### src/rtl/pixel_coord_streamer.sv
// Streams one (hcount, vcount) pair per pixel, row-major, first valid 1 cycle after start;
// each channel holds its beat until its own handshake, pair advances once both are taken. Macro: PIXEL_COORD_STREAMER_CONTINUOUS_EN.
module pixel_coord_streamer #(
  parameter int H_ACTIVE = 640,
  parameter int V_ACTIVE = 360
) (
  input  logic        aclk,
  input  logic        aresetn,
  input  logic        start,
  output logic [10:0] hcount_axis_tdata,
  output logic        hcount_axis_tvalid,
  input  logic        hcount_axis_tready,
  output logic [9:0]  vcount_axis_tdata,
  output logic        vcount_axis_tvalid,
  input  logic        vcount_axis_tready,
  output logic        eol,
  output logic        eof,
  output logic        busy,
  output logic        frame_done
);

  typedef enum logic {IDLE, RUN} state_t;

  localparam logic [10:0] H_LAST = 11'(H_ACTIVE - 1);
  localparam logic [9:0]  V_LAST = 10'(V_ACTIVE - 1);

  state_t      state;
  logic [10:0] h_cnt;
  logic [9:0]  v_cnt;
  logic        h_vld;
  logic        v_vld;
  logic        h_taken;
  logic        v_taken;
  logic        busy_q;
  logic        done_q;

  logic h_hs;
  logic v_hs;
  logic pair_done;
  logic last_h;
  logic last_v;

  assign h_hs      = h_vld & hcount_axis_tready;
  assign v_hs      = v_vld & vcount_axis_tready;
  // A pair completes when each channel has either already handshaked or does so now.
  assign pair_done = (state == RUN) & (h_taken | h_hs) & (v_taken | v_hs);
  assign last_h    = (h_cnt == H_LAST);
  assign last_v    = (v_cnt == V_LAST);

  always_ff @(posedge aclk or negedge aresetn) begin
    if (!aresetn) begin
      state   <= IDLE;
      h_cnt   <= '0;
      v_cnt   <= '0;
      h_vld   <= 1'b0;
      v_vld   <= 1'b0;
      h_taken <= 1'b0;
      v_taken <= 1'b0;
      busy_q  <= 1'b0;
      done_q  <= 1'b0;
    end else begin
      done_q <= 1'b0;
      case (state)
        IDLE: begin
          if (start) begin
            state   <= RUN;
            h_cnt   <= '0;
            v_cnt   <= '0;
            h_vld   <= 1'b1;
            v_vld   <= 1'b1;
            h_taken <= 1'b0;
            v_taken <= 1'b0;
            busy_q  <= 1'b1;
          end
        end
        RUN: begin
          if (pair_done) begin
            h_taken <= 1'b0;
            v_taken <= 1'b0;
            if (last_h && last_v) begin
              done_q <= 1'b1;
              h_cnt  <= '0;
              v_cnt  <= '0;
`ifdef PIXEL_COORD_STREAMER_CONTINUOUS_EN
              h_vld  <= 1'b1;
              v_vld  <= 1'b1;
`else
              state  <= IDLE;
              h_vld  <= 1'b0;
              v_vld  <= 1'b0;
              busy_q <= 1'b0;
`endif
            end else begin
              if (last_h) begin
                h_cnt <= '0;
                v_cnt <= v_cnt + 10'd1;
              end else begin
                h_cnt <= h_cnt + 11'd1;
              end
              h_vld <= 1'b1;
              v_vld <= 1'b1;
            end
          end else begin
            // One channel handshaked alone: park it until the other catches up.
            if (h_hs) begin
              h_vld   <= 1'b0;
              h_taken <= 1'b1;
            end
            if (v_hs) begin
              v_vld   <= 1'b0;
              v_taken <= 1'b1;
            end
          end
        end
        default: state <= IDLE;
      endcase
    end
  end

  assign hcount_axis_tdata  = h_cnt;
  assign vcount_axis_tdata  = v_cnt;
  assign hcount_axis_tvalid = h_vld;
  assign vcount_axis_tvalid = v_vld;
  assign busy               = busy_q;
  assign frame_done         = done_q;
  assign eol                = busy_q & last_h;
  assign eof                = busy_q & last_h & last_v;

endmodule

### config.mk
export PLATFORM = sky130hd
export DESIGN_NAME = pixel_coord_streamer
export DESIGN_NICKNAME = d
export VERILOG_FILES = /design/src/rtl/pixel_coord_streamer.sv
export SDC_FILE = /design/constraint.sdc
export NUM_CORES = 1
export LEC_CHECK = 0
export BUFFER_PORTS_ARGS = -buffer_cell sky130_fd_sc_hd__clkbuf_2
export CORE_UTILIZATION = 39
export DETAILED_ROUTE_END_ITERATION = 10
export GPL_ROUTABILITY_DRIVEN = 0
export SETUP_SLACK_MARGIN = 0.5
export SLEW_MARGIN = 10
export SYNTH_ARGS = -nofsm -noshare
export SYNTH_HDL_FRONTEND = slang
export SYNTH_SLANG_ARGS = --single-unit
export TNS_END_PERCENT = 20
### constraint.sdc
create_clock -name aclk -period 5 [get_ports aclk]
set_input_delay 0.25 -clock aclk [delete_from_list [all_inputs] [get_ports aclk]]
set_output_delay 0.25 -clock aclk [all_outputs]
set_load 0.01 [all_outputs]
==> impl_metrics.tcl <==
set metrics [dict create \
    status "finished, final reports clean" \
    mostFrequentLayoutCell "clkbuf_2" \
    tns_ps 0 \
    p_switching_mw 0.228 \
    antenna_left 0 \
    cts_tree "built" \
    yosys.area_share.simple_pct 24.2 \
    grt_antenna_before_repair 0 \
    worstMarginPinSlew_ps 859 \
    vias 1271 \
    post_cts_resized 0 \
    ys_seq_elements 28 \
    finish.utilization_pct 49.1 \
    core.rowCount 21 \
    drcViolationCount 0 \
    finalHoldViolations 0 \
    swShare_pct 36.5 \
    powerDensity_nw_per_um2 370 \
    p_int_mw 0.397 \
    synth_top_area_share_pct 48.2 \
    yosysWarnings 0 \
    fp.coreArea_um2 3440 \
    synth_xor_area_share_pct 4.82 \
    maxSlewViolCount 0 \
    synthAdderAreaFrac_pct 1.72 \
    grt_use_total_pct 18.7 \
    layout-drive-gt1-share_pct 21.9 \
    fmax_mhz 416 \
    ctsHoldBuffers 0 \
    grt_max_degree 29 \
    layout.nets 192 \
    cts_max_level 1 \
    synth_cell_types 38 \
    syn_nets 159 \
    post_cts_buffers 0 \
    grt_overflow 0 \
    synth_top_family_by_area "simple AND/OR/NAND/NOR gates" \
    ir_worst_vdd_v 0.000257 \
    min_path_type "input pin to async pin" \
    vias_per_cell 5.55 \
    first_pass_iters 4 \
    grt_pass1_wl_um 5900 \
    end_kind "flip-flop" \
    post-route-period-util_pct 48.0 \
    rsz0062_at_grt "no" \
    avgSynthCellArea_um2 9.57 \
    yosysTopAreaCell "dfrtp_1" \
    leakage_nw 0.765 \
    start_util_pct 42.3 \
    drt_iter0_markers 69 \
    pwr-share-clk_pct 19.1 \
    cts_sinks 28 \
    skew_ps 3.71 \
    clk_pin_slew_ps 90 \
    comb_power_share_pct 31.0 \
    synth.area.top_cells "dfrtp_1 48%, a21oi_1 4.1%, nor2_1 4.1%" \
    cts-root-buf "clkbuf_8" \
    synth-async-reset-ratio_pct 100 \
    startpoint_type "flip-flop" \
    portBuffers 31 \
    required_ps 5170 \
    clkLatencyLatePin_ps 270 \
    synth_ff_type "dfrtp_1" \
    syn_area_um2 1460 \
    slew_headroom_pct 42.3 \
    setup_viol 0 \
    die_y_um 63.1 \
    ios 32 \
    maxCapViolCount 0 \
    synth.mux.area_fraction_pct 1.46 \
    syn_inst 152 \
    fin_crit_ps 2400 \
    area_delta_synth_final_pct 16.2 \
    synth-compound-area-share_pct 17.4 \
    seq_power_share_pct 49.9 \
    cts_buffers 3 \
    layout_common_cells "31 x clkbuf_2, 28 x dfrtp_1, 16 x nor2_1" \
    crit_arrival_ps 2570 \
    wire_per_inst_um 14.5 \
    die_x_um 63.1 \
    routed_wl_um 3320 \
    diodes 0 \
    grt_pass1_vias 1244 \
    synth_edf_count 0 \
    critical_path_class "flip-flop to flip-flop" \
    ys_seq_area_share_pct 48.2 \
    cts_buffer_depth 2 \
    critPathMaxFanout 9 \
    dieArea_um2 3980 \
    place_hpwl_um 2480 \
]
[power groups by stage]
| stage | Sequential (mW) | Clock [mW] | Combinational [mW] |
|---|---|---|---|
| 2_1_floorplan | 0.325 | 0 | 0.110 |
| 3_3_place_gp | 0.313 | 0 | 0.192 |
| 3_5_place_dp | 0.317 | 0 | 0.196 |
| 4_1_cts | 0.312 | 0.125 | 0.196 |
| 5_1_grt | 0.322 | 0.130 | 0.220 |
| 6_report | 0.312 | 0.119 | 0.194 |
[cell families after synthesis]
group | Yosys count
and+or+nand+nor | 66
muxes | 2
xor gates and xnor gates | 8
AOI/OAI and AO/OA | 39
buffers and inverters | 7
adders and majority gates | 2
DFF | 28
[Yosys cell counts (all sizes together) (2+ instances only)]
cell,n
a21o,2
a21oi,12
a22o,2
a31oi,3
and3,2
clkbuf,2
dfrtp,28
ha,2
inv,4
nand2,11
nand3,7
nand4,6
nor2,16
nor2b,3
nor3,4
nor4,4
o21ai,11
o22a,2
o31a,2
o31ai,3
or3,5
or4,3
xnor2,4
xor2,4
[worst max-delay path, stage by stage, from the launching register on]
cell and delay [ps]:
dfrtp_1 410, ha_1 210, nand2_1 110, or4_4 560, o21ai_1 550, o21ai_0 190
a22o_1 270
[per-stage QoR]
step / worst slack (ps) / total power [mW] / std cells / area [um2] / hold slack [ps]
6_report: 2600 / 0.626 / 229 / 1690 / 11.1
5_1_grt: 2360 / 0.672 / 229 / 1690 / 68.9
4_1_cts: 2580 / 0.634 / 229 / 1690 / 30.1
3_5_place_dp: 2610 / 0.512 / 226 / 1650 / 332
3_3_place_gp: 2690 / 0.505 / 226 / 1650 / 324
2_1_floorplan: 2620 / 0.435 / 152 / 1460 / -45.6
[final cells by class]
cell class              instances  area (um2)
repair buffers                 31         155
flip-flops and latches         28         701
inverters                       4        15.0
clock buffers                   3        41.3
fillers                       339        1750
well taps                      46        57.6
multi-input cells             117         721
[path summary, 6_finish.rpt]
path | startpoint | to | slack [ps] | cells past startpoint
setup / recovery | hcount_axis_tdata[0] | vcount_axis_tdata[3] | 2600 | 6
hold / removal | aresetn | vcount_axis_tdata[6] | 10 | 1
setup reg to reg | hcount_axis_tdata[0] | vcount_axis_tdata[3] | 2600 | 6
hold reg to reg | h_taken | h_taken | 540 | 2
max in group asynchronous | aresetn | hcount_axis_tdata[9] | 4530 | 1
min in group aclk | start | state | 300 | 3
[flip-flops by register name (all words and copies together) (netlist names)]
register            count
frame_done              1
v_taken                 1
hcount_axis_tdata      11
state                   1
hcount_axis_tvalid      1
h_taken                 1
busy                    1
vcount_axis_tvalid      1
vcount_axis_tdata      10
[per-layer routing]
metal | global-route usage [%] | vias to the layer above | share of wire, %
li1 | - | 622 | -
met1 | 27.1 | 620 | 49
met2 | 28.9 | 25 | 47
met3 | 1.63 | 4 | 2.9
met4 | 6.98 | 0 | 1.3
met5 | 0 | - | 0
No activity file was read; power rests on OpenSTA's default activity.
